===== config.mk =====
export PLATFORM = sky130hd
export DESIGN_NAME = coin_acceptor
export DESIGN_NICKNAME = d
export VERILOG_FILES = /design/src/rtl/vend_pkg.sv /design/src/rtl/coin_debounce.sv /design/src/rtl/coin_acceptor.sv
export SDC_FILE = /design/constraint.sdc
export NUM_CORES = 1
export LEC_CHECK = 0
export CAP_MARGIN = 20
export CORE_MARGIN = 2
export CORE_UTILIZATION = 62
export CTS_BUF_LIST = sky130_fd_sc_hd__clkbuf_2 sky130_fd_sc_hd__clkbuf_4 sky130_fd_sc_hd__clkbuf_8
export DETAILED_ROUTE_END_ITERATION = 10
export PLACE_DENSITY = 0.87
export SLEW_MARGIN = 20
export SYNTH_ARGS = -nofsm -noshare
export SYNTH_HDL_FRONTEND = slang
export SYNTH_SLANG_ARGS = --single-unit

===== constraint.sdc =====
create_clock -name clk -period 6.89 [get_ports clk]
set_input_delay 1.378 -clock clk [delete_from_list [all_inputs] [get_ports clk]]
set_output_delay 1.378 -clock clk [all_outputs]
set_load 0.02 [all_outputs]

===== src/rtl/vend_pkg.sv =====
`default_nettype none
// +--------------------------------------------------------------------+
// | vend_pkg : coin codes shared by coin_acceptor and vending_machine   |
// | Rev 1.0                                                            |
// +--------------------------------------------------------------------+
package vend_pkg;

   localparam logic [1:0] COIN_NONE = 2'b00;
   localparam logic [1:0] COIN_5    = 2'b01;
   localparam logic [1:0] COIN_10   = 2'b10;

   // The FIFO stores one bit per coin: 0 = 5-unit, 1 = 10-unit.
   function automatic logic [1:0] coin_code(input logic is_ten);
      return is_ten ? COIN_10 : COIN_5;
   endfunction

endpackage
`default_nettype wire


===== src/rtl/coin_debounce.sv =====
`default_nettype none
// +--------------------------------------------------------------------+
// | coin_debounce : 2-flop synchroniser, debounce counter, rise detect |
// | Rev 1.0                                                            |
// +--------------------------------------------------------------------+
module coin_debounce #(
   parameter int DEBOUNCE_CYCLES = 4
) (
   input  logic clk,
   input  logic reset,
   input  logic raw_i,
   output logic rise_o
);

   localparam int CW = (DEBOUNCE_CYCLES > 2) ? $clog2(DEBOUNCE_CYCLES) : 1;
   localparam logic [CW-1:0] LAST_COUNT = CW'(DEBOUNCE_CYCLES - 1);

   logic          meta_q;
   logic          sync_q;
   logic          level_q;
   logic          level_d;
   logic          prev_q;
   logic [CW-1:0] cnt_q;
   logic [CW-1:0] cnt_d;

   // The level flips on the DEBOUNCE_CYCLES-th consecutive disagreeing sample.
   always_comb begin
      level_d = level_q;
      cnt_d   = '0;
      if (sync_q != level_q) begin
         if (cnt_q == LAST_COUNT) begin
            level_d = sync_q;
         end else begin
            cnt_d = cnt_q + 1'b1;
         end
      end
   end

   always_ff @(posedge clk or negedge reset) begin
      if (!reset) begin
         meta_q  <= 1'b0;
         sync_q  <= 1'b0;
         level_q <= 1'b0;
         prev_q  <= 1'b0;
         cnt_q   <= '0;
      end else begin
         meta_q  <= raw_i;
         sync_q  <= meta_q;
         level_q <= level_d;
         prev_q  <= level_q;
         cnt_q   <= cnt_d;
      end
   end

   assign rise_o = level_q & ~prev_q;

endmodule
`default_nettype wire


===== src/rtl/coin_acceptor.sv =====
`default_nettype none
// +--------------------------------------------------------------------+
// | coin_acceptor : debounced coin sensors queued into a paced emitter  |
// | Rev 1.0                                                            |
// +--------------------------------------------------------------------+
module coin_acceptor
   import vend_pkg::*;
#(
   parameter int DEBOUNCE_CYCLES = 4,
   parameter int FIFO_DEPTH      = 4
) (
   input  logic                        clk,
   input  logic                        reset,
   input  logic                        coin5_raw,
   input  logic                        coin10_raw,
   input  logic                        hold,
   output logic [1:0]                  in,
   output logic [$clog2(FIFO_DEPTH):0] pending,
   output logic                        overflow,
   output logic                        jam
);

   localparam int AW = $clog2(FIFO_DEPTH);
   localparam logic [AW:0] FULL_COUNT = (AW+1)'(FIFO_DEPTH);

   logic          rise5_w;
   logic          rise10_w;

   logic          mem_q [FIFO_DEPTH];
   logic [AW:0]   wr_ptr_q;
   logic [AW:0]   wr_ptr_d;
   logic [AW:0]   rd_ptr_q;
   logic [AW:0]   rd_ptr_d;
   logic [AW:0]   count_w;
   logic [AW:0]   pending_d;
   logic [AW:0]   pending_q;
   logic [1:0]    in_d;
   logic [1:0]    in_q;
   logic          overflow_d;
   logic          overflow_q;
   logic          jam_d;
   logic          jam_q;
   logic          empty_w;
   logic          full_w;
   logic          pop_w;
   logic          push_req_w;
   logic          push_w;

   coin_debounce #(.DEBOUNCE_CYCLES(DEBOUNCE_CYCLES)) u_deb5 (
      .clk    (clk),
      .reset  (reset),
      .raw_i  (coin5_raw),
      .rise_o (rise5_w)
   );

   coin_debounce #(.DEBOUNCE_CYCLES(DEBOUNCE_CYCLES)) u_deb10 (
      .clk    (clk),
      .reset  (reset),
      .raw_i  (coin10_raw),
      .rise_o (rise10_w)
   );

   // A pop in the same cycle frees a slot, so a push into a full FIFO still lands.
   always_comb begin
      count_w    = wr_ptr_q - rd_ptr_q;
      empty_w    = (count_w == '0);
      full_w     = (count_w == FULL_COUNT);
      pop_w      = ~empty_w & ~hold;
      push_req_w = rise5_w ^ rise10_w;
      push_w     = push_req_w & (~full_w | pop_w);
      jam_d      = rise5_w & rise10_w;
      overflow_d = push_req_w & full_w & ~pop_w;
      wr_ptr_d   = wr_ptr_q;
      rd_ptr_d   = rd_ptr_q;
      pending_d  = count_w;
      in_d       = COIN_NONE;
      if (pop_w) begin
         rd_ptr_d  = rd_ptr_q + 1'b1;
         pending_d = pending_d - 1'b1;
         in_d      = coin_code(mem_q[rd_ptr_q[AW-1:0]]);
      end
      if (push_w) begin
         wr_ptr_d  = wr_ptr_q + 1'b1;
         pending_d = pending_d + 1'b1;
      end
   end

   always_ff @(posedge clk) begin
      if (push_w) begin
         mem_q[wr_ptr_q[AW-1:0]] <= rise10_w;
      end
   end

   always_ff @(posedge clk or negedge reset) begin
      if (!reset) begin
         wr_ptr_q   <= '0;
         rd_ptr_q   <= '0;
         pending_q  <= '0;
         in_q       <= COIN_NONE;
         overflow_q <= 1'b0;
         jam_q      <= 1'b0;
      end else begin
         wr_ptr_q   <= wr_ptr_d;
         rd_ptr_q   <= rd_ptr_d;
         pending_q  <= pending_d;
         in_q       <= in_d;
         overflow_q <= overflow_d;
         jam_q      <= jam_d;
      end
   end

   assign in       = in_q;
   assign pending  = pending_q;
   assign overflow = overflow_q;
   assign jam      = jam_q;

endmodule
`default_nettype wire


==> impl_metrics.csv <==
group,metric,value,unit
setup_path,rrSetupSlack,4.06,ns
cts,cts_root_buf,"clkbuf_4",
setup_path,r2r-start,"wr_ptr_q[0]",
setup_path,critPathArrivalTime,3.04,ns
cts,htreeDepth,2,
logic_synthesis,syn-instance-count,83,
setup_path,cp_max_fo,7,
min_path,hp-start,"u_deb5.meta_q",
floorplanning,design.portCount,12,
placement,io_buffers,11,
final_layout,fin_cells,129,
sta,finalWorstSetupSlack,4.06,ns
sta,rsz0062_at_grt,"no",
logic_synthesis,synth_top_area_share,49.9,%
cts,tritoncts,"built",
min_path,hold_class,"reg -> reg",
sta,clock_skew,0.00762,ns
flow_run,maxCapViolations,0,
cts,cts_buffers,5,
routing,vias_per_cell,5.08,
sta,fin_crit,2.83,ns
setup_path,required,7.10,ns
logic_synthesis,synth_area_leader_cell,"dfrtp_1",
logic_synthesis,synth_area_leaders,"dfrtp_1 50%, ha_1 13%, edfxtp_1 9.6%, mux2_2 4.5%, xnor2_1 4.2%",
routing,antenna_left,0,
logic_synthesis,synthArstFlopShare,86.2,%
routing,drt_wl_total,1740,um
final_layout,utilization,74.8,%
cts,cts.sinks,29,
floorplanning,core_area,1940,sq um
placement,dp.cells,121,
logic_synthesis,yosys_warnings,0,
floorplanning,fp.dieW,49.0,um
cts,clk_pin_slew,0.09,ns
routing,routedWlPerCell,13.5,um
sta,fin_tns_setup,0,ns
sta,slew-limit-headroom,64.9,%
sta,final_max_slew_viol_count,0,
routing,drtIter0Drc,11,
placement,place.detailed.hpwl,1260,um
logic_synthesis,avgSynthCellArea,15.1,sq um
global_route,grt_pass1_vias,746,
setup_path,cp-end-kind,"flip-flop",
cts,worstSkewPairLatency,0.31,ns
logic_synthesis,syn_nets,102,
final_layout,final_cell_mix,"25 x dfrtp_1, 13 x ha_1, 10 x clkdlybuf4s50_1, 6 x xnor2_1",
logic_synthesis,synth_flop_cell,"dfrtp_1",
setup_path,reg2reg_depth,9,
cts,cts.hold.buffers_added,0,
placement,dp_worst_setup_slack,3.89,ns
final_layout,n_antenna_cell,0,
status,status,"finished, final reports clean",
final_layout,layout_commonest_cell,"dfrtp_1",
floorplanning,start_util,64.6,%
global_route,grtUsageTotal,19.6,%
floorplanning,dieArea,2400,sq um
setup_path,cp-start-kind,"flip-flop",
routing,dr.pass1.iters,4,
routing,drc,0,
logic_synthesis,synth_edf_count,4,
min_path,whs_path_depth,0,
global_route,grt_max_degree,26,
placement,place_congestion,0.748,
final_layout,layout-drive-gt1-share,15.7,%
cts,cts_buffer_depth,2,
final_layout,fill_cells,132,
global_route,grt_overflow,0,
global_route,grt_pass1_wl,3320,um
cts,post_cts_buffers,0,
logic_synthesis,synth.distinct_cells,21,
logic_synthesis,synth_area,1250,sq um
cts,cts_resized,0,
min_path,min_to,"u_deb5.sync_q",
sta,fmax,0.354,GHz
sta,setup_viol,0,
global_route,antenna_found_initial,0,
sta,post-route-period-util,41.0,%
logic_synthesis,ys_ff_latch,29,
floorplanning,die_h,49.0,um
floorplanning,fp-row-count,16,
final_layout,area_growth,15.9,%
routing,vias,655,
final_layout,final_nets,120,
sta,hold_viol,0,
setup_path,r2r-end,"pending[1]",
sta,tightest_slew,0.526,ns
setup_path,crit_type,"reg -> reg",
logic_synthesis,yosysSeqAreaShare,59.5,%
routing by layer:
layer  GRT usage, %  up-vias  wire [um]
met5              0        -          0
li1               -      318          -
met1           24.3      324        794
met2           30.8       11        858
met4           7.14        0         14
met3           8.28        2         73
sequential cells by signal, indices dropped and copies added, names as in the netlist, 2 cells and up:
name / flops
in: 2
mem_q: 4
pending: 3
rd_ptr_q: 3
u_deb10.cnt_q: 2
u_deb5.cnt_q: 2
wr_ptr_q: 3
cells in the mapped netlist, types with 2 or more instances:
library cell and instances:
ha_1 13, inv_1 4, mux2_2 5, xor2_1 3, nor2b_1 3, mux2i_1 2, xnor2_1 6, and3_1 4
and2_1 2, edfxtp_1 4, nand2_1 2, nor3_1 2, dfrtp_1 25
worst max path at each step:
stage | from | to | slack, ns | cells past startpoint
2_1_floorplan | wr_ptr_q[0] | pending[1] | 4.28 | 9
3_3_place_gp | hold | pending[1] | 3.94 | 5
4_1_cts | wr_ptr_q[0] | pending[1] | 4.05 | 9
6_report | wr_ptr_q[0] | pending[1] | 4.06 | 9
3_5_place_dp | hold | pending[1] | 3.89 | 5
5_1_grt | wr_ptr_q[0] | pending[1] | 3.90 | 9
stage by stage:
stage | area (sq um) | hold slack (ns)
final | 1450 | 0.363
after global routing | 1450 | 0.380
after CTS | 1460 | 0.370
after detailed placement | 1400 | 0.342
after global placement | 1400 | 0.333
after floorplan | 1250 | 0.331
cell families (layout without fill, tap and decap cells):
| logic type | Yosys count | in the layout | synth area share [%] |
|---|---|---|---|
| flops | 29 | 29 | 59.5 |
| buf+inv | 4 | 23 | 1.20 |
| simple gates | 17 | 17 | 8.08 |
| mux | 8 | 8 | 7.88 |
| compound gates | 1 | 1 | 0.699 |
| fa+ha+maj | 14 | 14 | 14.6 |
| xor+xnor | 10 | 10 | 8.08 |
cell type report:
cell class	instances	area, sq um	area share [%]
flip-flops and latches	29	746	51.3
multi-input cells	50	493	33.9
clock inverters	2	8.76	0.603
repair buffers	11	105	7.24
clock buffers	6	51.3	3.53
inverters	4	15.0	1.03
well taps	27	33.8	2.33
critical path: stages, from the launching register on:
cell	delay, ns
dfrtp_1	0.43
inv_1	0.11
ha_1	0.22
fa_1	0.47
ha_1	0.22
ha_1	0.25
nor2_4	0.24
mux2i_1	0.27
ha_1	0.26
mux2_2	0.25
Power is left out: the tool's default activity adds up to more than one toggle a clock period on the data nets, which glitch-free logic cannot reach.
